--- src/rtl/demux_pkg.sv ---
// Shared types for the registered 1-to-4 demux: lane count, lane index and lane state.
// No logic; imported by the lane holding register and the top level.
package demux_pkg;
    localparam int LANES = 4;

    typedef logic [1:0] lane_sel_t;

    typedef enum logic {
        EMPTY = 1'b0,
        FULL  = 1'b1
    } lane_state_t;
endpackage

--- src/rtl/demux_lane.sv ---
// One destination lane: a holding register plus valid flag, loaded 1 cycle after fill.
// Backpressure: holds its word until drained; a same-cycle fill replaces the word with no bubble.
module demux_lane
    import demux_pkg::*;
#(
    parameter int WIDTH = 16
) (
    input  logic             clk_i,
    input  logic             rst_i,
    input  logic             fill_i,
    input  logic             drain_i,
    input  logic [WIDTH-1:0] data_i,
    output logic             valid_o,
    output logic [WIDTH-1:0] data_o
);
    lane_state_t      state_q, state_d;
    logic [WIDTH-1:0] data_q, data_d;

    always_comb begin
        state_d = state_q;
        data_d  = data_q;
        if (fill_i) begin
            state_d = FULL;
            data_d  = data_i;
        end else if (drain_i) begin
            // data is left in place after a drain; only the flag clears
            state_d = EMPTY;
        end
    end

    always_ff @(posedge clk_i) begin
        if (rst_i) begin
            state_q <= EMPTY;
            data_q  <= '0;
        end else begin
            state_q <= state_d;
            data_q  <= data_d;
        end
    end

    assign valid_o = (state_q == FULL);
    assign data_o  = data_q;
endmodule

--- src/rtl/one_four_demux_reg.sv ---
// Registered 1-to-4 demux: steers data_in to lane 'select', 1 cycle to out_valid; per-lane valid/ready.
// in_ready follows only the selected lane. Define DEMUX_CNT_EN to add the wrapping xfer_cnt accept counter.
module one_four_demux_reg
    import demux_pkg::*;
#(
    parameter int WIDTH = 16
) (
    input  logic                        Clk,
    input  logic                        Reset,
    input  lane_sel_t                   select,
    input  logic                        in_valid,
    output logic                        in_ready,
    input  logic [WIDTH-1:0]            data_in,
    output logic [LANES-1:0]            out_valid,
    input  logic [LANES-1:0]            out_ready,
    output logic [LANES-1:0][WIDTH-1:0] data_out
`ifdef DEMUX_CNT_EN
    ,
    output logic [15:0]                 xfer_cnt
`endif
);
    logic             accept;
    logic [LANES-1:0] fill;
    logic [LANES-1:0] drain;

    assign in_ready = !out_valid[select] || out_ready[select];
    assign accept   = in_valid && in_ready;
    assign drain    = out_valid & out_ready;

    always_comb begin
        fill = '0;
        if (accept) begin
            fill[select] = 1'b1;
        end
    end

    for (genvar i = 0; i < LANES; i++) begin : g_lane
        demux_lane #(
            .WIDTH(WIDTH)
        ) u_lane (
            .clk_i  (Clk),
            .rst_i  (Reset),
            .fill_i (fill[i]),
            .drain_i(drain[i]),
            .data_i (data_in),
            .valid_o(out_valid[i]),
            .data_o (data_out[i])
        );
    end

`ifdef DEMUX_CNT_EN
    logic [15:0] xfer_cnt_q, xfer_cnt_d;

    assign xfer_cnt_d = accept ? xfer_cnt_q + 16'd1 : xfer_cnt_q;

    always_ff @(posedge Clk) begin
        if (Reset) begin
            xfer_cnt_q <= '0;
        end else begin
            xfer_cnt_q <= xfer_cnt_d;
        end
    end

    assign xfer_cnt = xfer_cnt_q;
`endif
endmodule

--- config.mk ---
export PLATFORM = sky130hd
export DESIGN_NAME = one_four_demux_reg
export DESIGN_NICKNAME = d
export VERILOG_FILES = /design/src/rtl/demux_pkg.sv /design/src/rtl/demux_lane.sv /design/src/rtl/one_four_demux_reg.sv
export SDC_FILE = /design/constraint.sdc
export NUM_CORES = 1
export LEC_CHECK = 0
export ABC_AREA = 1
export BUFFER_PORTS_ARGS = -buffer_cell sky130_fd_sc_hd__buf_2
export CORE_MARGIN = 1.5
export CORE_UTILIZATION = 44
export CTS_CLUSTER_SIZE = 25
export DETAILED_ROUTE_END_ITERATION = 16
export PLACE_DENSITY_LB_ADDON = 0.05
export SYNTH_ARGS = -nofsm -noshare
export SYNTH_HDL_FRONTEND = slang
export SYNTH_HIERARCHICAL = 1
export SYNTH_SLANG_ARGS = --single-unit
--- constraint.sdc ---
create_clock -name Clk -period 1.4 [get_ports Clk]
set_input_delay 0.21 -clock Clk [delete_from_list [all_inputs] [get_ports Clk]]
set_output_delay 0.21 -clock Clk [all_outputs]
set_load 0.05 [all_outputs]
==> results of run 1 <==
==> metal layers <==
layer  routed length, µm  global-route usage (%)  up-vias
li1                    -                       -     1300
met1                3480                    29.0     1223
met2                3820                    37.9       81
met3                 371                    5.86       16
met4                 165                    9.65        0
met5                   0                       0        -
==> registers in the layout (all words and copies together), names as in the netlist <==
register and cells:
g_lane.u_lane/data_o 64, g_lane.u_lane/valid_o 4
==> worst max-delay path, cell delays in order, from the launching register on <==
cell,delay [ns]
dfxtp_4,0.35
nand2_2,0.05
nand2_2,0.07
nand2_2,0.05
nand2_2,0.11
nand2_8,0.07
buf_6,0.12
buf_8,0.14
==> stage by stage <==
step | setup slack [ns] | util, % | total power [mW] | TNS (ns)
4_1_cts | -0.108 | 64.4 | 4.65 | -0.108
2_1_floorplan | -0.0770 | - | 2.72 | -2.54
5_1_grt | -0.182 | 74.5 | 4.95 | -7.28
3_5_place_dp | -0.297 | 59.6 | 2.99 | -9.69
6_report | -0.118 | 74.5 | 4.79 | -2.45
3_3_place_gp | -0.230 | 59.6 | 2.99 | -8.27
==> power groups by stage <==
stage	Clock [mW]	Combinational (mW)	Sequential [mW]
finish	1.65	1.04	2.10
global route	1.74	1.10	2.11
CTS	1.67	0.885	2.09
detailed placement	0	0.865	2.13
global placement	0	0.859	2.13
floorplan	0	0.227	2.49
==> cell families (layout without fill, tap and decap cells) <==
family	after synthesis	in the layout	synth area share (%)
and+or+nand+nor	162	162	25.2
DFF	68	68	53.8
buffers and inverters	32	164	7.02
AOI/OAI and AO/OA	68	68	14.0
==> timing repair <==
action,CTS,global route
setup endpoints to repair,34,65
cloned,0,3
gates resized for setup,12,147
setup buffers,4,1
pin swaps,4,52
==> path summary, 6_finish.rpt <==
path / from / end / cells after the start
worst max-delay path: g_lane[0].u_lane/valid_o$_SDFFE_PP0P_ / in_ready / 7
worst min-delay path: Reset / g_lane[1].u_lane/valid_o$_SDFFE_PP0P_ / 2
worst max register to register: g_lane[0].u_lane/valid_o$_SDFFE_PP0P_ / g_lane[0].u_lane/data_o[13]$_SDFFE_PP0P_ / 11
worst min register to register: g_lane[2].u_lane/data_o[7]$_SDFFE_PP0P_ / g_lane[2].u_lane/data_o[7]$_SDFFE_PP0P_ / 2
==> layout by cell type (no fill, tap or decap) <==
master	n
a21oi_2	4
buf_12	6
buf_2	92
buf_4	15
buf_6	7
buf_8	6
bufinv_16	1
clkbuf_1	1
clkbuf_16	3
clkbuf_8	11
clkinv_2	2
dfxtp_1	64
dfxtp_4	4
inv_1	13
inv_2	3
inv_4	4
nand2_1	16
nand2_2	7
nand2_8	2
nand3_1	3
nor2_1	76
nor2_2	15
nor2_4	43
o21ai_0	37
o21ai_1	10
o21ai_2	17
==> final cells by class <==
class	instances	share of cell area, %
clock inverter	4	1.12
timing repair buffer	129	22.7
multi-input combinational	230	34.9
clock buffer	12	3.76
sequential	68	33.4
tap	72	2.18
inverter	19	1.91
==> impl_metrics.json, run 1 <==
{
  "syn-num-nets": 355,
  "synth_commonest_cells": "nor2_1 (128), dfxtp_1 (68), o21ai_0 (60), nand2_1 (23), inv_1 (13)",
  "ff2ff_setup_slack_ns": -0.09,
  "cp.required_ns": 1.19,
  "synth.largest_area_cell": "dfxtp_1",
  "clock-sinks": 68,
  "io_pins": 94,
  "cts_made_buffers": 9,
  "period_minus_slack_ns": 1.52,
  "cts_buffer_depth": 2,
  "fin_area_um2": 4130,
  "syn_to_final_growth_pct": 63.0,
  "io_buffers": 93,
  "comb_power_share_pct": 21.8,
  "max_slew.worst_pin.slew_ns": 0.777,
  "whs_ns": 0.157,
  "placed_cell_area_um2": 3300,
  "htreeDepth": 3,
  "p_clk_share_pct": 34.4,
  "wl_per_cell_um": 14.7,
  "maxCapViolCount": 0,
  "rsz0062_at_grt": "yes",
  "globalRoute.totalOverflow": 0,
  "arrival_ns": 1.31,
  "clkTransAtPathRegs_ns": 0.06,
  "synth_edf_count": 0,
  "relSlewSlack_pct": 48.1,
  "drive_gt1_share_pct": 52.4,
  "ff_latch_area_um2": 1380,
  "slew_viol_final": 0,
  "cts_tree": "built",
  "seq_area_frac_synth_pct": 53.8,
  "power_frac_seq_pct": 43.8,
  "drt-initial-drc-count": 111,
  "sw_frac_of_total_pct": 32.0,
  "ys_async_sr_fraction_pct": 0,
  "core_area_um2": 5540,
  "failed_checks": "negative setup slack",
  "multi_input_area_um2": 1440,
  "die_w_um": 78.8,
  "ys.flop_type": "dfxtp_1",
  "status": "complete, but fails checks",
  "p_per_area_nw_per_um2": 1160,
  "clock-root-buffer": "clkbuf_8",
  "intPower_mw": 3.26,
  "antenna_cells": 0,
  "totalWireLength_mm": 7.84,
  "dpl.hpwl_mm": 5.01,
  "fp.dieH_um": 78.8,
  "synthCells": 330,
  "synth.distinct_cells": 15,
  "grt_pass1_wl_mm": 11.0,
  "ys.warnings.count": 6,
  "setup_ws_ns": -0.118,
  "route.detailed.drc": 0,
  "fmax_mhz": 659,
  "path_max_fanout": 2,
  "syn_area_um2": 2530,
  "yosys-top-cells-area": "dfxtp_1 (54%), nor2_1 (19%), o21ai_0 (12%)",
  "yosys_register_bits": 68,
  "nFillCells": 440,
  "hold_buffers": 0,
  "hp-class": "primary input to flip-flop",
  "synth_top_area_share_pct": 53.8,
  "syn_avg_cell_area_um2": 7.67,
  "drtPass1Iterations": 4,
  "end_kind": "output port",
  "period_share_pct": 108,
  "insertion_delay_ns": 0.35,
  "num_rows": 27,
  "start_util_pct": 45.7,
  "setup_violations": 60,
  "grt_max_degree": 18,
  "post_drt_via_cell_ratio": 4.91,
  "ant_nets": 0,
  "synth_most_common_cell": "nor2_1",
  "cellLeakagePower_nw": 1.94,
  "finalClockSkew_ns": 0.0103,
  "grt_pass1_vias": 2323,
  "grt_usage_pct": 23.2,
  "critPathLaunchType": "flip-flop",
  "ir_drop_mv": 0.800,
  "die-area_um2": 6220,
  "final_cells": 534,
  "place_congestion": 0.804,
  "fin_nets": 482,
  "antenna_found_initial": 0,
  "crit_type": "flip-flop to output port",
  "hold_viol": 0,
  "p_sw_mw": 1.53,
  "dp_cells": 510,
  "via_count": 2620
}
(Power assumes the default switching activity.)
==> inputs of run 2 (changes only) <==
- PLACE_DENSITY: default -> 0.85
- PLACE_DENSITY_LB_ADDON: 0.05 -> default
- RECOVER_POWER: default -> 25
==> run 2 against run 1 <==
Power decreased by 0.67%; highest routed layer unchanged; register-to-register slack got worse by 0.07 ns; maximum frequency decreased by 2.6%; critical endpoint is now g_lane[2].u_lane/data_o[1]$_SDFFE_PP0P_; the flow still finishes with violations (negative setup slack).
==> impl_metrics.json, run 2 (synthesis results as in run 1) <==
{
  "cellLeakagePower_nw": 1.89,
  "cts_buffer_depth": 2,
  "relSlewSlack_pct": 68.7,
  "clock-root-buffer": "clkbuf_8",
  "post_drt_via_cell_ratio": 5.10,
  "final_cell_mix": "buf_2 (75), nor2_1 (66), dfxtp_1 (64)",
  "finalPower_mw": 4.76,
  "finalClockSkew_ns": 0.0107,
  "globalRoute.totalOverflow": 0,
  "drtPass1Iterations": 4,
  "period_share_pct": 111,
  "fmax_mhz": 642,
  "fin_area_um2": 3990,
  "arrival_ns": 1.79,
  "io_buffers": 93,
  "failed_checks": "negative setup slack",
  "die-area_um2": 6220,
  "final.setup.tns_ns": -6.89,
  "crit_type": "flip-flop to flip-flop",
  "worst-path-buf-inv": 2,
  "fin_nets": 473,
  "core_area_um2": 5540,
  "place_congestion": 0.909,
  "io_pins": 94,
  "status": "complete, but fails checks",
  "antenna_found_initial": 0,
  "htreeDepth": 3,
  "hold_end": "g_lane[3].u_lane/valid_o$_SDFFE_PP0P_",
  "cpMostUsedCell": "nand2_1",
  "max_slew.worst_pin.slew_ns": 0.469,
  "hold_buffers": 0,
  "p_per_area_nw_per_um2": 1190,
  "ant_nets": 0,
  "start_util_pct": 45.7,
  "grt_usage_pct": 24.3,
  "cp.required_ns": 1.63,
  "period_minus_slack_ns": 1.56,
  "drt-initial-drc-count": 339,
  "totalWireLength_mm": 8.41,
  "antenna_cells": 0,
  "drive_gt1_share_pct": 49.4,
  "maxCapViolCount": 0,
  "setup_violations": 69,
  "max_stage_delay_ns": 0.35,
  "clock-sinks": 68,
  "via_count": 2680,
  "crit_slowest_cell": "dfxtp_4",
  "critPathTopFamily": "simple AND/OR/NAND/NOR gates",
  "cts_tree": "built",
  "r2r-end": "g_lane[2].u_lane/data_o[1]$_SDFFE_PP0P_",
  "setup_ws_ns": -0.158,
  "whs_path_depth": 2,
  "grt_max_degree": 18,
  "end_kind": "flip-flop",
  "whs_ns": 0.153,
  "slew_viol_final": 0,
  "ff2ff_setup_slack_ns": -0.16,
  "worstPathCellList": "nand2_1, nand2_1, nand2_1, nand2_2, nand2_8, buf_12, nand2_8, nor2_4, buf_4, o21ai_0, nor2_1",
  "path_max_fanout": 5,
  "hold_viol": 0,
  "timing.rr.start": "g_lane[3].u_lane/valid_o$_SDFFE_PP0P_",
  "cts_made_buffers": 9,
  "grt_pass1_wl_mm": 11.5,
  "wl_per_cell_um": 16.0,
  "dpl.hpwl_mm": 4.95,
  "rsz0062_at_grt": "yes",
  "num_rows": 27,
  "syn_to_final_growth_pct": 57.7,
  "hp-class": "primary input to flip-flop",
  "insertion_delay_ns": 0.34,
  "grt_pass1_vias": 2369,
  "placed_cell_area_um2": 3260,
  "fp.dieH_um": 78.8,
  "die_w_um": 78.8,
  "route.detailed.drc": 0,
  "ir_drop_mv": 0.613,
  "clkTransAtPathRegs_ns": 0.08,
  "critPathLaunchType": "flip-flop",
  "final_common_cell": "buf_2",
  "largest_reg_flops": 64,
  "hold_path.startpoint": "Reset",
  "final_core_util_pct": 72.1,
  "worst_r2r_path_depth": 11
}
run 2: per-layer routing:
metal	share of wire [%]	GRT usage, %	routed length, µm	vias to the layer above
li1	-	-	-	1280
met2	51	37.5	4250	119
met3	7.2	6.67	609	17
met5	0	0	0	-
met1	40	30.9	3390	1264
met4	1.9	12.8	161	0
run 2: metrics by stage:
stage | cells | worst slack, ns
3_5_place_dp | 500 | -0.113
6_report | 525 | -0.158
3_3_place_gp | 500 | -0.0788
2_1_floorplan | 330 | -0.0770
4_1_cts | 520 | -0.0982
5_1_grt | 525 | -0.219
run 2: how the worst max path moves through the flow:
stage                                                from                                        to  slack [ns]  cells after the start
finish              g_lane[3].u_lane/valid_o$_SDFFE_PP0P_   g_lane[2].u_lane/data_o[1]$_SDFFE_PP0P_       -0.16                     11
global route        g_lane[1].u_lane/valid_o$_SDFFE_PP0P_   g_lane[0].u_lane/data_o[7]$_SDFFE_PP0P_       -0.22                     11
CTS                 g_lane[3].u_lane/valid_o$_SDFFE_PP0P_                                  in_ready        -0.1                      7
detailed placement                              select[0]  g_lane[0].u_lane/data_o[10]$_SDFFE_PP0P_       -0.11                     11
global placement                                select[1]   g_lane[2].u_lane/data_o[3]$_SDFFE_PP0P_       -0.08                     12
floorplan           g_lane[1].u_lane/valid_o$_SDFFE_PP0P_  g_lane[0].u_lane/data_o[10]$_SDFFE_PP0P_       -0.08                     11
run 2: final cells by class:
type,instances,area [µm²]
inverters,19,78.8
well taps,72,90.1
clock buffers,11,141
multi-input cells,230,1380
fillers,385,1550
flip-flops and latches,68,1380
clock inverters,5,60.1
repair buffers,120,871
run 2: where the power goes:
group / internal (mW) / switching, mW / leakage (nW)
clock network: 0.878 / 0.760 / 0.0999
logic: 0.281 / 0.742 / 1.23
registers: 2.04 / 0.0585 / 0.559
run 2: what timing repair did:
item	CTS	global route
endpoints found under the setup margin	13	69
cloned	0	4
buffers inserted	4	1
gates resized for setup	46	90
pin swaps	3	9
run 2: worst register-to-register path, delay by kind of cell (launching register included):
family                 cells  cell delay (ns)
flip-flops                 1             0.35
AO/OA/AOI/OAI              1             0.24
buffers and inverters      2             0.28
AND/OR/NAND/NOR            8             0.57
